==> config.mk <==
export PLATFORM = sky130hd
export DESIGN_NAME = trap_csr
export DESIGN_NICKNAME = d
export VERILOG_FILES = /design/src/rtl/trap_csr.sv
export SDC_FILE = /design/constraint.sdc
export NUM_CORES = 1
export LEC_CHECK = 0
export ABC_AREA = 1
export ABC_CLOCK_PERIOD_IN_PS = 8600
export CORE_MARGIN = 1.5
export CORE_UTILIZATION = 49
export CTS_CLUSTER_DIAMETER = 200
export DETAILED_ROUTE_END_ITERATION = 7
export PLACE_DENSITY = 0.86
export SETUP_SLACK_MARGIN = 0.2
export SYNTH_ARGS = -nofsm -noshare
export SYNTH_HDL_FRONTEND = slang
export SYNTH_SLANG_ARGS = --single-unit
export TNS_END_PERCENT = 100
==> constraint.sdc <==
create_clock -name clk -period 8.6 [get_ports clk]
set_input_delay 1.72 -clock clk [delete_from_list [all_inputs] [get_ports clk]]
set_output_delay 1.72 -clock clk [all_outputs]
set_load 0.05 [all_outputs]
==> src/rtl/trap_csr.sv <==
// Machine-mode trap CSR file: trap entry, mret, CSR instruction access and
// interrupt-line synchronisation into mip. M and U privilege only.
`ifndef XLEN
`define XLEN 32
`endif
`ifndef ALEN
`define ALEN 32
`endif
`ifndef INTR_LEN
`define INTR_LEN 32
`endif

module trap_csr #(
    parameter int              XLEN        = `XLEN,
    parameter int              ALEN        = `ALEN,
    parameter int              INTR_LEN    = `INTR_LEN,
    parameter logic [XLEN-1:0] MTVEC_RESET = '0
) (
    input  logic                   clk,
    input  logic                   rst,
    input  logic                   csr_valid,
    input  logic [11:0]            csr_addr,
    input  logic [1:0]             csr_op,
    input  logic [XLEN-1:0]        csr_wdata,
    output logic [XLEN-1:0]        csr_rdata,
    output logic                   csr_illegal,
    input  logic                   trap_exception,
    input  logic [3:0]             exc_cause,
    input  logic                   take_m_int,
    input  logic [5:0]             int_cause,
    input  logic [ALEN-1:0]        trap_mepc,
    input  logic [XLEN-1:0]        trap_mtval,
    input  logic                   xret_commit,
    input  logic                   timer_irq,
    input  logic [INTR_LEN-17:0]   platform_irq,
    output logic [1:0]             privilege_mode,
    output logic [XLEN-1:0]        mstatus,
    output logic [XLEN-1:0]        mtvec,
    output logic [INTR_LEN-1:0]    mie,
    output logic [INTR_LEN-1:0]    mip,
    output logic [ALEN-1:0]        mepc
);

    localparam logic [1:0] PRIV_U = 2'b00;
    localparam logic [1:0] PRIV_M = 2'b11;

    logic [1:0]           priv_q, priv_d;
    logic                 mstat_mie_q, mstat_mie_d;
    logic                 mpie_q, mpie_d;
    logic [1:0]           mpp_q, mpp_d;
    logic [INTR_LEN-1:0]  mie_q, mie_d;
    logic [XLEN-1:0]      mtvec_q, mtvec_d;
    logic [XLEN-1:0]      mscratch_q, mscratch_d;
    logic [ALEN-1:0]      mepc_q, mepc_d;
    logic [XLEN-1:0]      mcause_q, mcause_d;
    logic [XLEN-1:0]      mtval_q, mtval_d;
    logic                 timer_s1_q, timer_s1_d, timer_s2_q, timer_s2_d;
    logic [INTR_LEN-17:0] plat_s1_q, plat_s1_d, plat_s2_q, plat_s2_d;

    logic [XLEN-1:0]      mstatus_w;
    logic [INTR_LEN-1:0]  mip_w;
    logic [XLEN-1:0]      wval;
    logic                 mapped;
    logic                 csr_wr;
    logic                 trap;

    always_comb begin
        mstatus_w        = '0;
        mstatus_w[3]     = mstat_mie_q;
        mstatus_w[7]     = mpie_q;
        mstatus_w[12:11] = mpp_q;
        mip_w                = '0;
        mip_w[7]             = timer_s2_q;
        mip_w[INTR_LEN-1:16] = plat_s2_q;
    end

    // Read mux; csr_rdata is the pre-write value that RS/RC modify.
    always_comb begin
        csr_rdata = '0;
        mapped    = 1'b1;
        case (csr_addr)
            12'h300: csr_rdata = mstatus_w;
            12'h304: csr_rdata = XLEN'(mie_q);
            12'h305: csr_rdata = mtvec_q;
            12'h340: csr_rdata = mscratch_q;
            12'h341: csr_rdata = XLEN'(mepc_q);
            12'h342: csr_rdata = mcause_q;
            12'h343: csr_rdata = mtval_q;
            12'h344: csr_rdata = XLEN'(mip_w);
            12'hF14: csr_rdata = '0;
            default: mapped    = 1'b0;
        endcase
        csr_illegal = csr_valid && (!mapped ||
                      (csr_op != 2'b00 && csr_addr[11:10] == 2'b11) ||
                      priv_q != PRIV_M);
        case (csr_op)
            2'b01:   wval = csr_wdata;
            2'b10:   wval = csr_rdata | csr_wdata;
            2'b11:   wval = csr_rdata & ~csr_wdata;
            default: wval = csr_rdata;
        endcase
    end

    assign trap   = trap_exception || take_m_int;
    assign csr_wr = csr_valid && !csr_illegal && csr_op != 2'b00 && !trap;

    // Applied in order mret -> trap -> CSR write, each stage seeing the previous.
    always_comb begin
        priv_d      = priv_q;
        mstat_mie_d = mstat_mie_q;
        mpie_d      = mpie_q;
        mpp_d       = mpp_q;
        mie_d       = mie_q;
        mtvec_d     = mtvec_q;
        mscratch_d  = mscratch_q;
        mepc_d      = mepc_q;
        mcause_d    = mcause_q;
        mtval_d     = mtval_q;
        timer_s1_d  = timer_irq;
        timer_s2_d  = timer_s1_q;
        plat_s1_d   = platform_irq;
        plat_s2_d   = plat_s1_q;

        if (xret_commit) begin
            priv_d      = mpp_q;
            mstat_mie_d = mpie_q;
            mpie_d      = 1'b1;
            mpp_d       = PRIV_U;
        end

        if (trap) begin
            if (trap_exception)
                mcause_d = {1'b0, (XLEN-1)'(exc_cause)};
            else
                mcause_d = {1'b1, (XLEN-1)'(int_cause)};
            mtval_d = trap_mtval;
            // An interrupt behind a completed mret keeps the mret's return target.
            if (!xret_commit)
                mepc_d = trap_mepc;
            mpie_d      = mstat_mie_d;
            mstat_mie_d = 1'b0;
            mpp_d       = priv_d;
            priv_d      = PRIV_M;
        end

        if (csr_wr) begin
            case (csr_addr)
                12'h300: begin
                    mstat_mie_d = wval[3];
                    mpie_d      = wval[7];
                    mpp_d       = (wval[12:11] == PRIV_M) ? PRIV_M : PRIV_U;
                end
                12'h304: mie_d = INTR_LEN'(wval);
                12'h305: begin
                    mtvec_d    = wval;
                    mtvec_d[1] = 1'b0;
                end
                12'h340: mscratch_d = wval;
                12'h341: begin
                    mepc_d    = ALEN'(wval);
                    mepc_d[0] = 1'b0;
                end
                12'h342: mcause_d = wval;
                12'h343: mtval_d  = wval;
                default: ;
            endcase
        end
    end

    always_ff @(posedge clk or posedge rst) begin
        if (rst) begin
            priv_q      <= PRIV_M;
            mstat_mie_q <= 1'b0;
            mpie_q      <= 1'b0;
            mpp_q       <= PRIV_U;
            mie_q       <= '0;
            mtvec_q     <= MTVEC_RESET;
            mscratch_q  <= '0;
            mepc_q      <= '0;
            mcause_q    <= '0;
            mtval_q     <= '0;
            timer_s1_q  <= 1'b0;
            timer_s2_q  <= 1'b0;
            plat_s1_q   <= '0;
            plat_s2_q   <= '0;
        end else begin
            priv_q      <= priv_d;
            mstat_mie_q <= mstat_mie_d;
            mpie_q      <= mpie_d;
            mpp_q       <= mpp_d;
            mie_q       <= mie_d;
            mtvec_q     <= mtvec_d;
            mscratch_q  <= mscratch_d;
            mepc_q      <= mepc_d;
            mcause_q    <= mcause_d;
            mtval_q     <= mtval_d;
            timer_s1_q  <= timer_s1_d;
            timer_s2_q  <= timer_s2_d;
            plat_s1_q   <= plat_s1_d;
            plat_s2_q   <= plat_s2_d;
        end
    end

    assign privilege_mode = priv_q;
    assign mstatus        = mstatus_w;
    assign mtvec          = mtvec_q;
    assign mie            = mie_q;
    assign mip            = mip_w;
    assign mepc           = mepc_q;

endmodule

### After elaboration in Yosys (flattened, before gate mapping)

Cells that the tools add are included.

* eq/ne operators: 15
* multiplexer cells: 29
* bitwise logic cells: 3
* reductions and logical operators: 16

Operators with widths (count)
* 32-bit 2-to-1 mux: 11
* 32-bit case mux with 8 select lines: 1
* 12-bit by 10-bit == test with 1-bit output (second input constant): 8
* 32-bit case mux with 3 select lines: 1
* 32-bit bitwise AND: 1
* 32-bit NOT: 1
* 32-bit OR: 1
* 2-bit 2-to-1 mux: 7
* 12-bit == test (second input constant): 1
* 1-bit 2-to-1 mux: 9
* 9-bit OR reduction: 1
* 2-bit == test (second input constant): 4
* 2-bit AND reduction: 3
* 1-bit logical AND: 5
* 1-bit logical NOT: 3
* 1-bit logical OR: 3
* 2-bit by 1-bit == test with 1-bit output (second input constant): 1
* 2-bit inequality test (second input constant): 1
* 2-bit nonzero test: 1

* flip-flop bits (word level): 231
* input port bits: 143
* output and inout port bits: 195
* word-level logic and storage cells: 77

### Depth between registers and ports, before layout

Gate-level depths: netlist (run 1).

* word-level depth: 12
* depth in mapped cells: 17
* gate-level depth less buffers: 14

### Worst setup path after synthesis (run 1)

No wires, ideal clock.

* path type: input -> output
* start point: in csr_addr[9]
* end point: out csr_illegal
* arrival: 3359 ps
* required time: 6880 ps
* path slack: 3521 ps
* stages: 12
* buffers on the path: 1
* path through: nand2_1 > inv_1 > nand2_1 > nor2_2 > buf_4 > nand2_1 > nand2_1 > nor2_1 > nand3_2 > nand2_1 > inv_1 > nor2_1

* longest elaborated chain between the ends: 7
* elaborated cells between the ends (all ways): 15
* classes of those cells: eq/ne: 9; mux: 1; reduce/logical: 5

RTL lines
* start: declaration: line 22 `input logic [11:0] csr_addr,`
* 12-bit == test or 12-bit by 10-bit == test with 1-bit output (tied branches): line 81 `case (csr_addr)`
* 9-bit OR reduction (no line) *
* 1-bit 2-to-1 mux *: line 81
* 1-bit logical NOT *: line 93 `csr_illegal = csr_valid && (!mapped ||`
* 1-bit logical OR *: line 93
* 1-bit logical OR *: line 94 `(csr_op != 2'b00 && csr_addr[11:10] == 2'b11) ||`
* 1-bit logical AND *: line 93
* end: declaration: line 26 `output logic csr_illegal,`

Mark *: on every way between the ends. The rest lies on a longest branch, timed or not.

### Worst setup path in the final report (run 1)

* start point: in csr_addr[0]
* end point: out csr_rdata[19]

* longest elaborated chain between the ends: 2
* elaborated cells between the ends (all ways): 9
* classes of those cells: eq/ne: 8; mux: 1

RTL lines
* 12-bit by 10-bit == test with 1-bit output: line 81
* 32-bit case mux with 8 select lines *: line 81
* end: declaration: line 25 `output logic [XLEN-1:0] csr_rdata,`

Marks and branches as above.

==> flow_summary.json, run 1 <==
{
  "status": "finished clean",
  "grt_pass1_wl_mm": 66.8,
  "drc": 0,
  "port_buffers": 293,
  "synth_top_area_share_pct": 47.3,
  "hold_viol": 0,
  "cts.repair.resized": 0,
  "peakVddDrop_mv": 0.141,
  "boundaryPins": 338,
  "place_congestion": 0.931,
  "postCtsSetupRepairBufs": 0,
  "drt_wl_total_mm": 43.4,
  "cts_buffer_depth": 3,
  "grt_overflow_total": 0,
  "dp_hpwl_mm": 28.1,
  "worst_pin_slew_ns": 1.37,
  "grt_max_degree": 108,
  "finClkSkew_ns": 0.0239,
  "setup_violations": 0,
  "netlist_area_um2": 12100,
  "hp-class": "reg2reg",
  "syn_area_per_cell_um2": 7.13,
  "multiInputGateArea_um2": 5400,
  "path_max_fanout": 24,
  "viasPerCell": 5.46,
  "synth_common_cells": "nand2_1, dfrtp_1, nor2_1",
  "async_flop_share_pct": 100,
  "num_rows": 57,
  "critical_path_class": "in2out",
  "synth.ff_latch_count": 231,
  "fin_crit_sh_pct": 82.5,
  "nNetsFinal": 2097,
  "fin_setup_tns_ns": 0,
  "cpPeakStageDelay_ns": 0.97,
  "drt_iter0_markers": 1293,
  "ys_warn_count": 0,
  "ys_seq_area_share_pct": 47.7,
  "clk_pin_slew_ns": 0.07,
  "grt_use_total_pct": 33.2,
  "ant_nets": 0,
  "synthTopCellsByArea": "dfrtp_1, nand2_1, o21ai_0, nor2_1, inv_1",
  "final_area_um2": 15900,
  "cts_tree": "built",
  "slew_violations": 0,
  "dr.pass1.iters": 5,
  "antenna_found_initial": 2,
  "die_y_um": 160,
  "register_area_um2": 5780,
  "area_growth_pct": 31.0,
  "endpoint_kind": "primary output",
  "wl_per_cell_um": 18.9,
  "synth_top_cell_by_area": "dfrtp_1",
  "die_area_um2": 25700,
  "htreeDepth": 1,
  "synth_most_common_cell": "nand2_1",
  "clk_latency_ns": 0.54,
  "crit_top_cell": "nand2_1",
  "postSynthCellCount": 1701,
  "place_area_um2": 15100,
  "p_per_area_nw_per_um2": 168,
  "start_util_pct": 49.8,
  "crit_slowest_cell": "inv_1",
  "cts_root_buf": "clkbuf_16",
  "drive_above_1_share_pct": 3.90,
  "worst-path-buf-inv": 4,
  "required_ns": 6.88,
  "cts.sink_count": 231,
  "holdBufCountCts": 0,
  "post-route-min-period_ns": 7.09,
  "path_cells": "clkdlybuf4s50_1 > inv_1 > nand2_1 > nor2_2 > nand3_1 > inv_1 > nand2_1 > nand2_1 > nor2_1 > nand2_1 > clkdlybuf4s50_1",
  "relSlewSlack_pct": 8.25,
  "synth_edf_count": 0,
  "ys.flop_type": "dfrtp_1",
  "max_freq_ghz": 0.141,
  "crit_path_start_kind": "input pin",
  "ys_types": 27,
  "rsz0062_at_grt": "false",
  "crit_family": "buffers and inverters",
  "cp_data_arrival_time_ns": 5.37,
  "cts_inserted_buffers": 25,
  "vias": 12500,
  "cap_violations": 0,
  "die_x_um": 160,
  "p_leak_uw": 0.00826,
  "grt_pass1_vias": 12200,
  "final.fill_count": 2032,
  "fp.coreArea_um2": 24300
}
-- routing by layer --
layer	share of wire, %	routed length (um)	GRT usage (%)
met3	11	4650	6.82
met2	46	20100	53.3
met4	4.2	1810	14.3
met5	0.018	8	0
met1	39	16900	43.7
-- stage by stage --
stage | hold WS, ns | total power, uW | std cells | util (%) | setup WS [ns]
2_1_floorplan | 0.331 | 1450 | 1744 | - | 0.550
3_3_place_gp | 0.331 | 1600 | 2251 | 61.9 | 1.66
3_5_place_dp | 0.336 | 1610 | 2251 | 61.9 | 1.64
4_1_cts | 0.345 | 2670 | 2296 | 65.3 | 1.63
5_1_grt | 0.344 | 2750 | 2297 | 65.3 | 1.40
6_report | 0.338 | 2670 | 2297 | 65.3 | 1.51
-- registers in the layout, summed over array words and instances (netlist names), 2 cells and up --
name / cells
mscratch_q: 32
mpp_q: 2
privilege_mode: 2
plat_s1_q: 16
plat_s2_q: 16
mtvec: 31
mtval_q: 32
mie: 32
mepc: 32
mcause_q: 32
-- kinds of logic after synthesis --
group                  Yosys count  share of synthesized area (%)
other                            1                         0.0309
multiplexers                    37                           3.06
buffers and inverters          236                           9.37
AND/OR/NAND/NOR               1056                           34.0
AO/OA/AOI/OAI                  140                           5.84
flip-flops                     231                           47.7
-- path summary, 6_finish.rpt --
kind / from / to / slack, ns / cells after the start
min in group asynchronous: rst / plat_s2_q[12] / 1.72 / 2
max reg2reg: privilege_mode[0] / mie[24] / 5.59 / 5
min reg2reg: plat_s1_q[12] / plat_s2_q[12] / 0.34 / 0
max: csr_addr[0] / csr_rdata[19] / 1.51 / 11
min: plat_s1_q[12] / plat_s2_q[12] / 0.34 / 0
max in group asynchronous: rst / mscratch_q[19] / 5.37 / 3
-- layout make-up --
| cell class | instances | area share [%] |
|---|---|---|
| Timing Repair Buffer | 307 | 19.1 |
| Tap cell | 324 | 2.55 |
| Inverter | 112 | 2.70 |
| Multi-Input combinational cell | 1277 | 34.0 |
| Sequential cell | 231 | 36.4 |
| Clock inverter | 5 | 0.292 |
| Antenna cell | 1 | 0.0158 |
| Clock buffer | 40 | 4.86 |
-- cell usage in the layout, fill, tap and decap left out, drive strengths merged --
cell type      netlist  layout
nand3               68      68
mux2i               37      37
buf                 98      14
o22ai                3       3
clkdlybuf4s50        0     293
inv                112     114
nand4                3       3
a21oi               10      10
nor3                 2       2
clkbuf              26      40
diode                0       1
clkinv               0       3
a31oi                3       3
dfstp                2       2
conb                 1      44
nor2               145     145
o21ai              124     124
nand2              837     837
or2                  1       1
dfrtp              229     229
-- report_power, final --
part	switching, uW	internal, uW
sequential	32.8	1130
combinational	288	145
clock	454	618
total	775	1900
No activity file was read; power rests on OpenSTA's default activity.
==> run 2, diff against run 1 <==
ABC_CLOCK_PERIOD_IN_PS = 6960   (was 8600)
clock period = 6.96 ns   (was 8.6 ns; I/O delays follow)
==> run 2 against run 1 <==
  * Final area up 0.14%
  * Largest cell class unchanged
  * Sequential cell count unchanged
  * Hold slack better by 0.0076 ns
  * First-iteration DRC count up 12%
==> flow_summary.json, run 2 (same netlist as run 1, synthesis figures left out) <==
{
  "status": "finished clean",
  "vias": 12400,
  "cts_tree": "built",
  "p_per_area_nw_per_um2": 208,
  "path_max_fanout": 15,
  "grt_pass1_wl_mm": 66.7,
  "drt_wl_total_mm": 43.5,
  "required_ns": 5.57,
  "hp-class": "reg2reg",
  "max_freq_ghz": 0.161,
  "drc": 0,
  "grt_pass1_vias": 12000,
  "power_uw": 3310,
  "cts_buffer_depth": 3,
  "setup_violations": 0,
  "grt_use_total_pct": 33.3,
  "fin_crit_sh_pct": 89.3,
  "crit_slowest_cell": "clkdlybuf4s50_1",
  "relSlewSlack_pct": 16.1,
  "final_area_um2": 15900,
  "antenna_found_initial": 2,
  "start_util_pct": 49.8,
  "cts_root_buf": "clkbuf_16",
  "critical_path_class": "in2out",
  "drt_iter0_markers": 1450,
  "port_buffers": 293,
  "crit_top_cell": "nand2_1",
  "r2r_start": "privilege_mode[1]",
  "dr.pass1.iters": 5,
  "die_area_um2": 25700,
  "final_util_pct": 65.4,
  "place_congestion": 0.928,
  "holdBufCountCts": 0,
  "startpoint": "csr_addr[5]",
  "viasPerCell": 5.41,
  "endpoint_kind": "primary output",
  "htreeDepth": 1,
  "dp_hpwl_mm": 29.0,
  "place_area_um2": 15100,
  "hold_viol": 0,
  "worst_pin_slew_ns": 1.26,
  "clk_latency_ns": 0.52,
  "cp_data_arrival_time_ns": 4.83,
  "crit_path_start_kind": "input pin",
  "cts.repair.resized": 0,
  "hp-start": "plat_s1_q[2]",
  "cts.sink_count": 231,
  "slew_violations": 0,
  "area_growth_pct": 31.2,
  "fp.coreArea_um2": 24300,
  "peakVddDrop_mv": 0.170,
  "cpPeakStageDelay_ns": 0.81,
  "cts_inserted_buffers": 25,
  "die_x_um": 160,
  "fin_setup_tns_ns": 0,
  "cap_violations": 0,
  "path_cells": "clkdlybuf4s50_1 > nor2_1 > nand2_1 > nor2_2 > nand2_1 > inv_2 > nand2_1 > nand2_1 > nor2_1 > nand2_1 > clkdlybuf4s50_1",
  "finClkSkew_ns": 0.00852,
  "die_y_um": 160,
  "grt_max_degree": 139,
  "num_rows": 57,
  "p_leak_uw": 0.00827,
  "nNetsFinal": 2101,
  "boundaryPins": 338,
  "most-common-layout-cells": "nand2_1, clkdlybuf4s50_1, dfrtp_1",
  "postCtsSetupRepairBufs": 0,
  "post-route-min-period_ns": 6.22,
  "whs_ns": 0.345,
  "wl_per_cell_um": 18.9,
  "layout_commonest_cell": "nand2_1",
  "drive_above_1_share_pct": 3.95,
  "ant_nets": 0,
  "grt_overflow_total": 0,
  "rsz0062_at_grt": "false",
  "clk_pin_slew_ns": 0.06
}
-- run 2: changes by cell type in the layout (fill, tap and decap cells not counted), sizes merged --
cell           delta
bufinv            +2
clkinv            -1
buf               +5
inv               -3
clkinvlp          +1
clkdlybuf4s50     -1
clkbuf            -2
-- run 2: worst paths after layout --
kind / depth (start not counted) / slack, ns / end
worst max register to register: 6 / 3.65 / mepc[7]
worst min-delay path: 0 / 0.35 / plat_s2_q[2]
max in group asynchronous: 3 / 4.23 / mcause_q[16]
worst max-delay path: 11 / 0.74 / csr_rdata[17]
min in group asynchronous: 2 / 1.46 / plat_s1_q[1]
worst min register to register: 0 / 0.35 / plat_s2_q[2]
-- run 2: area by class of cell --
class                      count  area, um^2
fill                        2091        8420
sequential                   231        5780
multi-input combinational   1277        5400
timing repair buffer         311        3080
clock buffer                  38         734
inverter                     112         424
tap                          324         405
clock inverter                 4        70.1
antenna                        1        2.50
-- run 2: metal layers --
| layer | GRT usage [%] | wire (um) |
|---|---|---|
| met3 | 5.86 | 4510 |
| met1 | 43.2 | 16600 |
| met2 | 54.0 | 20400 |
| met4 | 16.9 | 2050 |
| met5 | 0 | 8 |
-- run 2: report_power, final --
part	switching, uW	internal (uW)	total (uW)
registers	40.4	1400	1440
clock network	542	794	1340
logic	356	181	537
-- run 2: through the flow --
stage | setup WS [ns] | cells
after floorplan | 2.54 | 1744
after global placement | 0.914 | 2255
after detailed placement | 0.857 | 2255
after CTS | 0.850 | 2297
after global routing | 0.616 | 2298
final | 0.743 | 2298
-- run 2: worst max-delay path, delay by kind of cell --
family	cells	cell delay, ns
buf+inv	3	1.77
simple gates	8	1.65
==> run 3, diff against run 2 <==
CORE_UTILIZATION = 40   (was 49)
PLACE_DENSITY = 0.74   (was 0.86)
==> run 3 against run 2 <==
  * Clock-buffer cell count rose by 1
  * Critical path depth increased by 1
  * Final area increased by 1.3%
  * Routed wire length grew 2.7%
  * Non-clock buffer count grew 6
  * Via count fell by 2.1%
  * Clock power rose by 7%
  * Final cell count rose by 3.4%
  * Critical endpoint unchanged
  * Maximum frequency fell by 0.81%
==> flow_summary.json, run 3 (same netlist as run 1, synthesis figures left out) <==
{
  "cts_buffer_depth": 3,
  "grt_use_total_pct": 28.5,
  "die_y_um": 177,
  "ant_nets": 0,
  "peakVddDrop_mv": 0.139,
  "worst_pin_slew_ns": 1.16,
  "grt_pass1_vias": 11800,
  "dr.pass1.iters": 5,
  "required_ns": 5.57,
  "grt_max_degree": 140,
  "start_util_pct": 40.8,
  "finClkSkew_ns": 0.0246,
  "cts.sink_count": 231,
  "die_x_um": 177,
  "crit_path_start_kind": "input pin",
  "place_area_um2": 15200,
  "drt_wl_total_mm": 44.7,
  "post-route-min-period_ns": 6.27,
  "antenna_cells": 0,
  "wl_per_cell_um": 18.8,
  "clk_pin_slew_ns": 0.06,
  "hp-class": "reg2reg",
  "boundaryPins": 338,
  "cap_violations": 0,
  "status": "finished clean",
  "final.fill_count": 2771,
  "fin_crit_sh_pct": 90.1,
  "fin_setup_tns_ns": 0,
  "holdBufCountCts": 0,
  "num_rows": 63,
  "htreeDepth": 1,
  "endpoint_kind": "primary output",
  "clk_latency_ns": 0.54,
  "p_per_area_nw_per_um2": 212,
  "viasPerCell": 5.12,
  "drive_above_1_share_pct": 4.84,
  "max_freq_ghz": 0.160,
  "path_cells": "clkdlybuf4s50_1 > nand2_1 > inv_1 > nand2_1 > nor2_2 > nand2_1 > inv_2 > nand2_1 > nand2_1 > nor2_1 > nand2_1 > clkdlybuf4s50_1",
  "final_area_um2": 16100,
  "cts.repair.resized": 0,
  "die_area_um2": 31400,
  "crit_top_cell": "nand2_1",
  "cp_data_arrival_time_ns": 4.88,
  "most-common-layout-cells": "nand2_1, clkdlybuf4s50_1, dfrtp_1",
  "cts_inserted_buffers": 26,
  "drt_iter0_markers": 1165,
  "path_max_fanout": 15,
  "hold_viol": 0,
  "p_leak_uw": 0.00836,
  "cts_root_buf": "clkbuf_16",
  "cpPeakStageDelay_ns": 0.80,
  "grt_overflow_total": 0,
  "relSlewSlack_pct": 22.5,
  "dp_hpwl_mm": 30.2,
  "layout_commonest_cell": "nand2_1",
  "fp.coreArea_um2": 29700,
  "grt_pass1_wl_mm": 68.3,
  "final_util_pct": 54.2,
  "setup_violations": 0,
  "antenna_found_initial": 0,
  "crit_family": "buffers and inverters",
  "worst-path-buf-inv": 4,
  "postCtsSetupRepairBufs": 0,
  "cts_tree": "built",
  "critical_path_class": "in2out",
  "area_growth_pct": 32.9,
  "drc": 0,
  "crit_slowest_cell": "clkdlybuf4s50_1",
  "vias": 12200,
  "place_congestion": 0.896,
  "rsz0062_at_grt": "false",
  "slew_violations": 0,
  "port_buffers": 293,
  "nNetsFinal": 2108
}
## run 3: stage by stage
| step | power, uW | setup WS, ns | std cells | hold slack (ns) |
|---|---|---|---|---|
| 6_report | 3410 | 0.692 | 2375 | 0.343 |
| 4_1_cts | 3420 | 0.722 | 2375 | 0.349 |
| 3_3_place_gp | 1990 | 0.860 | 2327 | 0.331 |
| 3_5_place_dp | 2000 | 0.756 | 2327 | 0.335 |
| 2_1_floorplan | 1790 | 2.54 | 1744 | 0.331 |
| 5_1_grt | 3520 | 0.391 | 2375 | 0.350 |
## run 3: layer usage
metal | vias to the layer above | share of wire, % | global-route usage [%]
met5 | - | 0 | 0
met4 | 0 | 3.3 | 10.1
met3 | 98 | 11 | 5.56
met2 | 707 | 46 | 45.3
met1 | 5700 | 40 | 38.5
li1 | 5664 | - | -
## run 3: final cells by class
type / instances / area, um^2 / share of cell area [%]
flip-flops and latches: 231 / 5780 / 35.9
multi-input cells: 1277 / 5410 / 33.6
repair buffers: 317 / 3120 / 19.4
clock buffers: 39 / 759 / 4.71
well taps: 390 / 488 / 3.03
inverters: 112 / 424 / 2.63
clock inverters: 9 / 131 / 0.815
## run 3: power breakdown
| part | internal (uW) | leakage [uW] | switching (uW) | total [uW] |
|---|---|---|---|---|
| Sequential | 1400 | 0.00283 | 41.1 | 1440 |
| Combinational | 181 | 0.00509 | 356 | 537 |
| Clock | 864 | 0.000441 | 571 | 1440 |
## run 3: final timing paths
| kind | start | to | slack (ns) | cells past startpoint |
|---|---|---|---|---|
| worst max-delay path | csr_addr[8] | csr_rdata[17] | 0.69 | 12 |
| min in group asynchronous | rst | plat_s1_q[1] | 1.40 | 2 |
| max in group asynchronous | rst | mcause_q[12] | 4.24 | 3 |
| worst max register to register | privilege_mode[1] | mtval_q[22] | 4.06 | 6 |
| worst min register to register | plat_s1_q[0] | plat_s2_q[0] | 0.34 | 0 |
| worst min-delay path | plat_s1_q[0] | plat_s2_q[0] | 0.34 | 0 |
